==> config.mk <==
export PLATFORM = sky130hd
export DESIGN_NAME = rggen_apb_initiator_flat
export DESIGN_NICKNAME = d
export VERILOG_FILES = /design/src/rtl/rggen_apb_initiator_if.sv /design/src/rtl/rggen_apb_initiator.sv /design/src/flat_wrapper.sv
export SDC_FILE = /design/constraint.sdc
export NUM_CORES = 1
export LEC_CHECK = 0
export BUFFER_PORTS_ARGS = -buffer_cell sky130_fd_sc_hd__clkbuf_2
export CAP_MARGIN = 0
export CORE_ASPECT_RATIO = 0.9
export CORE_MARGIN = 2
export CORE_UTILIZATION = 45
export DETAILED_ROUTE_END_ITERATION = 16
export PLACE_DENSITY = 0.92
export SETUP_SLACK_MARGIN = 0.02
export SLEW_MARGIN = 20
export SYNTH_ARGS = -nofsm -noshare
export SYNTH_HDL_FRONTEND = slang
export SYNTH_SLANG_ARGS = --single-unit
==> constraint.sdc <==
create_clock -name clk -period 1.5 [get_ports clk]
set_input_delay 0.3 -clock clk [delete_from_list [all_inputs] [get_ports clk]]
set_output_delay 0.3 -clock clk [all_outputs]
set_load 0.01 [all_outputs]
==> src/rtl/rggen_apb_initiator_if.sv <==
// Command, response and APB signal bundle for rggen_apb_initiator.
// The master modport is the initiator's view; slave is the environment driving it.
interface rggen_apb_initiator_if #(
  parameter int ADDRESS_WIDTH = 16,
  parameter int DATA_WIDTH    = 32
);
  logic                      i_cmd_valid;
  logic                      o_cmd_ready;
  logic [ADDRESS_WIDTH-1:0]  i_cmd_address;
  logic                      i_cmd_write;
  logic [DATA_WIDTH-1:0]     i_cmd_write_data;
  logic [DATA_WIDTH/8-1:0]   i_cmd_strobe;
  logic                      o_rsp_valid;
  logic                      i_rsp_ready;
  logic [DATA_WIDTH-1:0]     o_rsp_read_data;
  logic                      o_rsp_error;
  logic                      o_psel;
  logic                      o_penable;
  logic                      o_pwrite;
  logic [ADDRESS_WIDTH-1:0]  o_paddr;
  logic [DATA_WIDTH-1:0]     o_pwdata;
  logic [DATA_WIDTH/8-1:0]   o_pstrb;
  logic                      i_pready;
  logic                      i_pslverr;
  logic [DATA_WIDTH-1:0]     i_prdata;

  modport master (
    input  i_cmd_valid, i_cmd_address, i_cmd_write, i_cmd_write_data, i_cmd_strobe,
    output o_cmd_ready,
    output o_rsp_valid, o_rsp_read_data, o_rsp_error,
    input  i_rsp_ready,
    output o_psel, o_penable, o_pwrite, o_paddr, o_pwdata, o_pstrb,
    input  i_pready, i_pslverr, i_prdata
  );

  modport slave (
    output i_cmd_valid, i_cmd_address, i_cmd_write, i_cmd_write_data, i_cmd_strobe,
    input  o_cmd_ready,
    input  o_rsp_valid, o_rsp_read_data, o_rsp_error,
    output i_rsp_ready,
    input  o_psel, o_penable, o_pwrite, o_paddr, o_pwdata, o_pstrb,
    output i_pready, i_pslverr, i_prdata
  );
endinterface

==> src/rtl/rggen_apb_initiator.sv <==
// Single-outstanding APB initiator: valid/ready command in, one APB transfer,
// completion parked in a one-entry response buffer until consumed.
module rggen_apb_initiator #(
  parameter int ADDRESS_WIDTH = 16,
  parameter int DATA_WIDTH    = 32
) (
  input logic                  clk,
  input logic                  rst,
  rggen_apb_initiator_if.master bus
);
  localparam int STRB_WIDTH = DATA_WIDTH / 8;
  localparam int ADDR_LSB   = $clog2(STRB_WIDTH);

  typedef enum logic [1:0] {
    IDLE,
    SETUP,
    ACCESS
  } state_t;

  state_t                   state_reg, state_next;
  logic [ADDRESS_WIDTH-1:0] paddr_reg, paddr_next;
  logic                     pwrite_reg, pwrite_next;
  logic [DATA_WIDTH-1:0]    pwdata_reg, pwdata_next;
  logic [STRB_WIDTH-1:0]    pstrb_reg, pstrb_next;
  logic                     rsp_valid_reg, rsp_valid_next;
  logic [DATA_WIDTH-1:0]    rsp_data_reg, rsp_data_next;
  logic                     rsp_error_reg, rsp_error_next;

  logic [ADDRESS_WIDTH-1:0] aligned_addr;
  logic                     cmd_ready;
  logic                     cmd_fire;
  logic                     complete;

  // Byte address is word-aligned to the bus width before it reaches PADDR.
  for (genvar gi = 0; gi < ADDRESS_WIDTH; gi++) begin : g_align
    if (gi < ADDR_LSB) begin : g_low
      assign aligned_addr[gi] = 1'b0;
    end else begin : g_keep
      assign aligned_addr[gi] = bus.i_cmd_address[gi];
    end
  end

  // Ready also looks at i_rsp_ready so a draining response frees the slot in the same cycle.
  assign cmd_ready = (state_reg == IDLE) && (!rsp_valid_reg || bus.i_rsp_ready) && !rst;
  assign cmd_fire  = bus.i_cmd_valid && cmd_ready;
  assign complete  = (state_reg == ACCESS) && bus.i_pready;

  always_comb begin
    state_next     = state_reg;
    paddr_next     = paddr_reg;
    pwrite_next    = pwrite_reg;
    pwdata_next    = pwdata_reg;
    pstrb_next     = pstrb_reg;
    rsp_valid_next = rsp_valid_reg;
    rsp_data_next  = rsp_data_reg;
    rsp_error_next = rsp_error_reg;

    case (state_reg)
      IDLE: begin
        if (cmd_fire) begin
          state_next  = SETUP;
          paddr_next  = aligned_addr;
          pwrite_next = bus.i_cmd_write;
          pwdata_next = bus.i_cmd_write_data;
          pstrb_next  = bus.i_cmd_write ? bus.i_cmd_strobe : '0;
        end
      end
      SETUP:   state_next = ACCESS;
      ACCESS:  if (bus.i_pready) state_next = IDLE;
      default: state_next = IDLE;
    endcase

    // Completion and consumption never coincide: completion implies the buffer was empty.
    if (complete) begin
      rsp_valid_next = 1'b1;
      rsp_error_next = bus.i_pslverr;
      rsp_data_next  = (!pwrite_reg && !bus.i_pslverr) ? bus.i_prdata : '0;
    end else if (rsp_valid_reg && bus.i_rsp_ready) begin
      rsp_valid_next = 1'b0;
      rsp_error_next = 1'b0;
      rsp_data_next  = '0;
    end
  end

  always_ff @(posedge clk) begin
    if (rst) begin
      state_reg     <= IDLE;
      paddr_reg     <= '0;
      pwrite_reg    <= 1'b0;
      pwdata_reg    <= '0;
      pstrb_reg     <= '0;
      rsp_valid_reg <= 1'b0;
      rsp_data_reg  <= '0;
      rsp_error_reg <= 1'b0;
    end else begin
      state_reg     <= state_next;
      paddr_reg     <= paddr_next;
      pwrite_reg    <= pwrite_next;
      pwdata_reg    <= pwdata_next;
      pstrb_reg     <= pstrb_next;
      rsp_valid_reg <= rsp_valid_next;
      rsp_data_reg  <= rsp_data_next;
      rsp_error_reg <= rsp_error_next;
    end
  end

  assign bus.o_cmd_ready     = cmd_ready;
  assign bus.o_psel          = (state_reg != IDLE);
  assign bus.o_penable       = (state_reg == ACCESS);
  assign bus.o_pwrite        = pwrite_reg;
  assign bus.o_paddr         = paddr_reg;
  assign bus.o_pwdata        = pwdata_reg;
  assign bus.o_pstrb         = pstrb_reg;
  assign bus.o_rsp_valid     = rsp_valid_reg;
  assign bus.o_rsp_read_data = rsp_data_reg;
  assign bus.o_rsp_error     = rsp_error_reg;
endmodule

==> src/flat_wrapper.sv <==
// flat-port wrapper written by rule: the top's interface ports become plain ports
module rggen_apb_initiator_flat 
#(
  parameter int ADDRESS_WIDTH = 16,
  parameter int DATA_WIDTH    = 32
)
  (clk, rst, bus_i_cmd_valid, bus_i_cmd_address, bus_i_cmd_write, bus_i_cmd_write_data, bus_i_cmd_strobe, bus_o_cmd_ready, bus_o_rsp_valid, bus_o_rsp_read_data, bus_o_rsp_error, bus_i_rsp_ready, bus_o_psel, bus_o_penable, bus_o_pwrite, bus_o_paddr, bus_o_pwdata, bus_o_pstrb, bus_i_pready, bus_i_pslverr, bus_i_prdata);
  rggen_apb_initiator_if #(.ADDRESS_WIDTH(ADDRESS_WIDTH), .DATA_WIDTH(DATA_WIDTH)) bus_i ();
  input logic clk;
  input logic rst;
  input wire logic [$bits(bus_i.i_cmd_valid)-1:0] bus_i_cmd_valid;
  input wire logic [$bits(bus_i.i_cmd_address)-1:0] bus_i_cmd_address;
  input wire logic [$bits(bus_i.i_cmd_write)-1:0] bus_i_cmd_write;
  input wire logic [$bits(bus_i.i_cmd_write_data)-1:0] bus_i_cmd_write_data;
  input wire logic [$bits(bus_i.i_cmd_strobe)-1:0] bus_i_cmd_strobe;
  output wire logic [$bits(bus_i.o_cmd_ready)-1:0] bus_o_cmd_ready;
  output wire logic [$bits(bus_i.o_rsp_valid)-1:0] bus_o_rsp_valid;
  output wire logic [$bits(bus_i.o_rsp_read_data)-1:0] bus_o_rsp_read_data;
  output wire logic [$bits(bus_i.o_rsp_error)-1:0] bus_o_rsp_error;
  input wire logic [$bits(bus_i.i_rsp_ready)-1:0] bus_i_rsp_ready;
  output wire logic [$bits(bus_i.o_psel)-1:0] bus_o_psel;
  output wire logic [$bits(bus_i.o_penable)-1:0] bus_o_penable;
  output wire logic [$bits(bus_i.o_pwrite)-1:0] bus_o_pwrite;
  output wire logic [$bits(bus_i.o_paddr)-1:0] bus_o_paddr;
  output wire logic [$bits(bus_i.o_pwdata)-1:0] bus_o_pwdata;
  output wire logic [$bits(bus_i.o_pstrb)-1:0] bus_o_pstrb;
  input wire logic [$bits(bus_i.i_pready)-1:0] bus_i_pready;
  input wire logic [$bits(bus_i.i_pslverr)-1:0] bus_i_pslverr;
  input wire logic [$bits(bus_i.i_prdata)-1:0] bus_i_prdata;
  assign bus_i.i_cmd_valid = bus_i_cmd_valid;
  assign bus_i.i_cmd_address = bus_i_cmd_address;
  assign bus_i.i_cmd_write = bus_i_cmd_write;
  assign bus_i.i_cmd_write_data = bus_i_cmd_write_data;
  assign bus_i.i_cmd_strobe = bus_i_cmd_strobe;
  assign bus_o_cmd_ready = bus_i.o_cmd_ready;
  assign bus_o_rsp_valid = bus_i.o_rsp_valid;
  assign bus_o_rsp_read_data = bus_i.o_rsp_read_data;
  assign bus_o_rsp_error = bus_i.o_rsp_error;
  assign bus_i.i_rsp_ready = bus_i_rsp_ready;
  assign bus_o_psel = bus_i.o_psel;
  assign bus_o_penable = bus_i.o_penable;
  assign bus_o_pwrite = bus_i.o_pwrite;
  assign bus_o_paddr = bus_i.o_paddr;
  assign bus_o_pwdata = bus_i.o_pwdata;
  assign bus_o_pstrb = bus_i.o_pstrb;
  assign bus_i.i_pready = bus_i_pready;
  assign bus_i.i_pslverr = bus_i_pslverr;
  assign bus_i.i_prdata = bus_i_prdata;
  rggen_apb_initiator #(.ADDRESS_WIDTH(ADDRESS_WIDTH), .DATA_WIDTH(DATA_WIDTH)) u_core (.clk(clk), .rst(rst), .bus(bus_i));
endmodule
==> results of run 1 <==
## power breakdown
group	switching [mW]	internal (mW)	total, mW
Clock	0.776	0.757	1.53
Combinational	0.433	0.327	0.760
Sequential	0.0691	2.42	2.49
## what timing repair did
action	4_1_cts	5_1_grt
buffers inserted	3	0
gates resized for setup	8	33
endpoints found under the hold margin	0	0
pin swaps	2	0
setup endpoints to repair	4	22
hold buffers	0	0
## cells in the mapped netlist (2+ instances only)
cell type	count	area, µm²
buf_1	2	7.51
o311ai_1	48	420
buf_6	5	56.3
a21oi_1	34	170
nand2_1	54	203
inv_1	3	11.3
o21ai_0	3	15.0
dfxtp_1	87	1740
nor2b_1	2	12.5
nand3_1	112	561
clkbuf_1	28	105
buf_4	6	45.0
nor2_1	3	11.3
o311ai_0	3	26.3
buf_2	9	45.0
## critical path, cell delays in order, from the launching register on
cell	delay [ns]
dfxtp_2	0.32
or2_4	0.27
nor3_2	0.10
buf_2	0.15
## path summary, 6_finish.rpt
kind | from | end | slack [ns] | cells after the start
hold reg to reg | u_core.bus.o_pwdata[20] | u_core.bus.o_pwdata[20] | 0.47 | 2
setup / recovery | u_core.state_reg[0] | bus_o_cmd_ready | 0.02 | 3
setup reg to reg | u_core.state_reg[0] | u_core.bus.o_pwdata[14] | 0.03 | 5
hold / removal | bus_i_cmd_address[8] | u_core.bus.o_paddr[8] | 0.16 | 3
## layer usage
metal | part of all wire, % | GRT usage, % | up-vias | wire (µm)
met3 | 9.6 | 7.66 | 15 | 1030
met5 | 0 | 0 | - | 0
met1 | 40 | 29.0 | 1835 | 4320
li1 | - | - | 1822 | -
met4 | 1.3 | 7.68 | 0 | 135
met2 | 49 | 40.3 | 200 | 5230
## kinds of logic (layout without fill, tap and decap cells)
kind of cell | after synthesis | in the layout | synth area share [%]
simple gates | 177 | 177 | 23.9
flops | 87 | 87 | 49.8
compound gates | 89 | 89 | 18.2
mux | 1 | 1 | 0.286
other cells | 1 | 2 | 0.107
buf+inv | 53 | 222 | 7.73
## final cells by class
type / count / area [µm²] / share of cell area, %
Inverter: 3 / 11.3 / 0.227
Timing Repair Buffer: 204 / 1190 / 24.0
Sequential cell: 87 / 1740 / 35.2
Tap cell: 96 / 120 / 2.42
Multi-Input combinational cell: 269 / 1720 / 34.6
Clock inverter: 4 / 47.5 / 0.959
Clock buffer: 11 / 131 / 2.65
==> metrics.cfg, run 1 <==
[die]
dieArea_um2=8500
die_height_um=87.6
fp.dieW_um=96.9
rows=30
start_util_pct=46.4
ios=181
coreArea_um2=7540

[placement]
placed_cells=656
dp_hpwl_um=7230
gp_congestion=0.880
place_area_um2=4520
place_ws_ns=-0.0245
io_buffers=176

[sta]
worst_pin_slew_ns=0.708
relSlewSlack_pct=52.8
period_minus_slack_ns=1.48
setup_viol=0
whs_ns=0.161
hold_viol_final=0
fin_worst_skew_ns=0.00644
fmax_mhz=677
postLayoutSetupSlackWorst_ns=0.0220
tns_ns=0
rsz0062_at_grt=true
slew_viol_final=0
period_share_pct=98.5

[synthesis]
synth_ff_type=dfxtp_1
synth-edff-count=0
synthCells=408
syn_area_um2=3500
yosysUniqueCellTypes=24
seq_area_frac_synth_pct=49.8
avgSynthCellArea_um2=8.57
yosysWarnings=0
ys_ff_latch=87
async_reset_ff_share_pct=0

[drt]
first_iter_violations=255
wirelength_um=10700
antenna_left=0
drc=0
firstDrtPassIters=5
vias_per_cell=5.74
via_count=3872
wire_per_inst_um=15.9

[clock_tree]
cts_buffer_depth=2
path_clk_slew_ns=0.08
clkSinkCount=87
cts_root_buf=clkbuf_8
clock_latency_ns=0.34
cts_buffers=9
cts_tree=yes
htreeDepth=3

[final_layout]
drive_gt1_share_pct=42.6
syn_to_final_growth_pct=41.8
final_util_pct=65.7
most-common-layout-cells=173 x clkbuf_2, 112 x nand3_1, 85 x dfxtp_1
diodes=0
nets=665
num-fill-cells=617
final_common_cell=clkbuf_2
finalNonFillerCells=674
final_area_um2=4960

[grt]
grt_max_degree=52
grt_pass1_vias=3488
track_usage_pct=23.7
grt_pass1_wl_um=16600
grt_overflow_total=0
antenna_found_initial=0

[worst_hold_path]
hp-class=in -> reg

[power_and_ir_drop]
power_mw=4.78
ir_drop_v=0.000698
p_leak_nw=2.30
power_density_nw_per_um2=964

[critical_path]
endpoint_kind=primary output
arrival_ns=1.18
worstPathMaxFanout=3
criticalPathCategory=reg -> out
critPathLaunchType=register
required_ns=1.20

[job]
drv_cap=0

[run_status]
outcome=finished clean

Power figures use the tool's default switching activity.
==> inputs of run 2 (changes only) <==
--- a/config.mk
+++ b/config.mk
@@ -7,9 +7,11 @@
 export LEC_CHECK = 0
 export BUFFER_PORTS_ARGS = -buffer_cell sky130_fd_sc_hd__clkbuf_2
 export CAP_MARGIN = 0
+export CELL_PAD_IN_SITES_DETAIL_PLACEMENT = 1
+export CELL_PAD_IN_SITES_GLOBAL_PLACEMENT = 1
 export CORE_ASPECT_RATIO = 0.9
 export CORE_MARGIN = 2
-export CORE_UTILIZATION = 45
+export CORE_UTILIZATION = 32
 export DETAILED_ROUTE_END_ITERATION = 16
 export PLACE_DENSITY = 0.92
 export SETUP_SLACK_MARGIN = 0.02
==> run 2 against run 1 <==
Effect of this change:
- the run now ends with negative setup slack left
- wire length is 27% higher
- core utilization decreased by 17 points
- worst setup slack got worse by 0.045 ns
- critical path type unchanged
- clock-buffer cell count is 1 lower
- critical endpoint unchanged
- total power up 18%
- highest routed layer unchanged
- worst hold slack gained 0.0085 ns
==> metrics.cfg, run 2 (synthesized netlist as in run 1, its figures left out) <==
[critical_path]
rrSetupSlack_ns=0  ; -0.03 ns
worst-path-buf-inv=1  ; unchanged
critPathLaunchType=register
crit_path_start=u_core.state_reg[0]
reg2regPathDepth=5  ; unchanged
crit_path_end=bus_o_cmd_ready
worstPathMaxFanout=4  ; +1
cpMaxStageDelayCell=dfxtp_2
slowest_delay_ns=0.32  ; about the same
criticalPathCategory=reg -> out
arrival_ns=1.22  ; +0.04 ns
required_ns=1.20  ; about the same
cpLargestDelayFamily=simple AND/OR/NAND/NOR gates
reg2reg_from=u_core.state_reg[0]
path_depth=3  ; unchanged
r2r-end=u_core.bus.o_pwdata[12]
endpoint_kind=primary output
cp_cell_sequence=or2_4 > nor3_2 > buf_2

[final_layout]
drive_gt1_share_pct=43.6  ; +1.0 points
nets=666  ; +0.15%
num-fill-cells=1303  ; +110%
syn_to_final_growth_pct=49.5
diodes=0  ; unchanged
most-common-layout-cells=174 x clkbuf_2, 112 x nand3_1, 85 x dfxtp_1
final_common_cell=clkbuf_2

[sta]
worst_pin_slew_ns=0.566  ; -0.141 ns
tns_ns=-0.0231  ; -0.0231 ns
postLayoutSetupSlackWorst_ns=-0.0231  ; -0.0452 ns
relSlewSlack_pct=62.2  ; +9.4 points
rsz0062_at_grt=true
fmax_mhz=657  ; -3.0%
period_minus_slack_ns=1.52  ; +0.0452 ns
hold_viol_final=0  ; unchanged
slew_viol_final=0  ; unchanged
period_share_pct=102  ; +3.0 points
setup_viol=1  ; +1
fin_worst_skew_ns=0.00464  ; -0.00180 ns
whs_ns=0.169  ; +0.00846 ns

[grt]
grt_pass1_vias=3978  ; +14%
grt_pass1_wl_um=20200  ; +22%
antenna_found_initial=0  ; unchanged
track_usage_pct=21.8  ; -1.9 points
grt_max_degree=38  ; -27%
grt_overflow_total=0  ; unchanged

[die]
ios=181  ; unchanged
die_height_um=103  ; +18%
dieArea_um2=11800  ; +39%
fp.dieW_um=114  ; +18%
coreArea_um2=10700  ; +42%
start_util_pct=32.6  ; -14 points
rows=36  ; +20%

[power_and_ir_drop]
p_leak_nw=2.37  ; +2.8%
ir_drop_v=0.000859  ; +23%
power_density_nw_per_um2=1080  ; +12%

[drt]
antenna_left=0  ; unchanged
firstDrtPassIters=4  ; -1
first_iter_violations=306  ; +20%
wirelength_um=13600  ; +27%
via_count=3922  ; +1.3%
vias_per_cell=5.52  ; -4.0%
wire_per_inst_um=19.1  ; +20%
drc=0  ; unchanged

[worst_hold_path]
hp-class=in -> reg

[clock_tree]
cts_buffers=9  ; unchanged
htreeDepth=3  ; unchanged
cts_tree=yes
clkSinkCount=87  ; unchanged
clock_latency_ns=0.34  ; about the same
cts_buffer_depth=2  ; unchanged
path_clk_slew_ns=0.06  ; -0.02 ns
cts_hold_buffers=0  ; unchanged
cts_root_buf=clkbuf_16

[placement]
place_ws_ns=-0.376  ; -0.352 ns
io_buffers=176  ; unchanged
gp_congestion=0.757  ; -14%
dp_hpwl_um=8520  ; +18%

[run_status]
violations=negative setup slack
outcome=finished with violations

[job]
drv_cap=0  ; unchanged

==> run 2: changes by cell type in the layout (fill, tap and decap cells not counted), sizes merged <==
cell / previous run / this run
nor2b: 2 / 5
clkinv: 2 / 1
buf: 31 / 28
bufinv: 1 / 2
==> run 2: what timing repair did <==
item / in CTS / in global routing
setup endpoints to repair: 53 / 40
gates cloned: 3 / 1
pin swaps: 3 / 1
buffers inserted: 3 / 2
gates resized for setup: 26 / 27
==> run 2: worst min path at each step <==
stage,depth (start not counted),startpoint,endpoint
after global routing,3,bus_i_cmd_write_data[20],u_core.bus.o_pwdata[20]
after floorplan,2,bus_i_cmd_address[10],u_core.bus.o_paddr[10]
after global placement,2,u_core.bus.o_paddr[9],u_core.bus.o_paddr[9]
after CTS,3,bus_i_cmd_write_data[17],u_core.bus.o_pwdata[17]
final,3,bus_i_cmd_write_data[8],u_core.bus.o_pwdata[8]
after detailed placement,2,u_core.bus.o_pwdata[7],u_core.bus.o_pwdata[7]
==> run 2: per-stage QoR <==
step	instances	power [mW]	cell area (µm²)	utilization, %
6_report	711	5.63	5230	48.8
5_1_grt	711	5.87	5230	48.8
4_1_cts	708	5.64	5060	47.2
3_5_place_dp	688	3.23	4540	42.3
3_3_place_gp	688	3.19	4540	42.3
2_1_floorplan	409	2.88	3500	-
==> run 2: worst min-delay path, cell delays in order <==
cell	delay (ns)
clkbuf_2	0.08
nand3_1	0.05
nand2_1	0.05
==> run 2: power breakdown <==
group	switching, mW	total (mW)	internal [mW]
Clock	0.878	2.31	1.44
Sequential	0.0782	2.50	2.42
Combinational	0.477	0.819	0.342
==> run 2: final cells by class <==
type	instances	area, µm²	share of cell area (%)
Inverter	3	11.3	0.215
Sequential cell	87	1750	33.4
Multi-Input combinational cell	272	1810	34.5
Tap cell	133	166	3.18
Timing Repair Buffer	202	1200	22.9
Clock inverter	4	72.6	1.39
Clock buffer	10	229	4.38
==> run 2: routing by layer <==
layer  track usage [%]  up-vias  wire length [µm]
met5                 0        -                 0
met4              6.66        0               186
met3              8.39       21              1000
met2              38.6      157              6980
met1              24.6     1914              5430
li1                  -     1830                 -
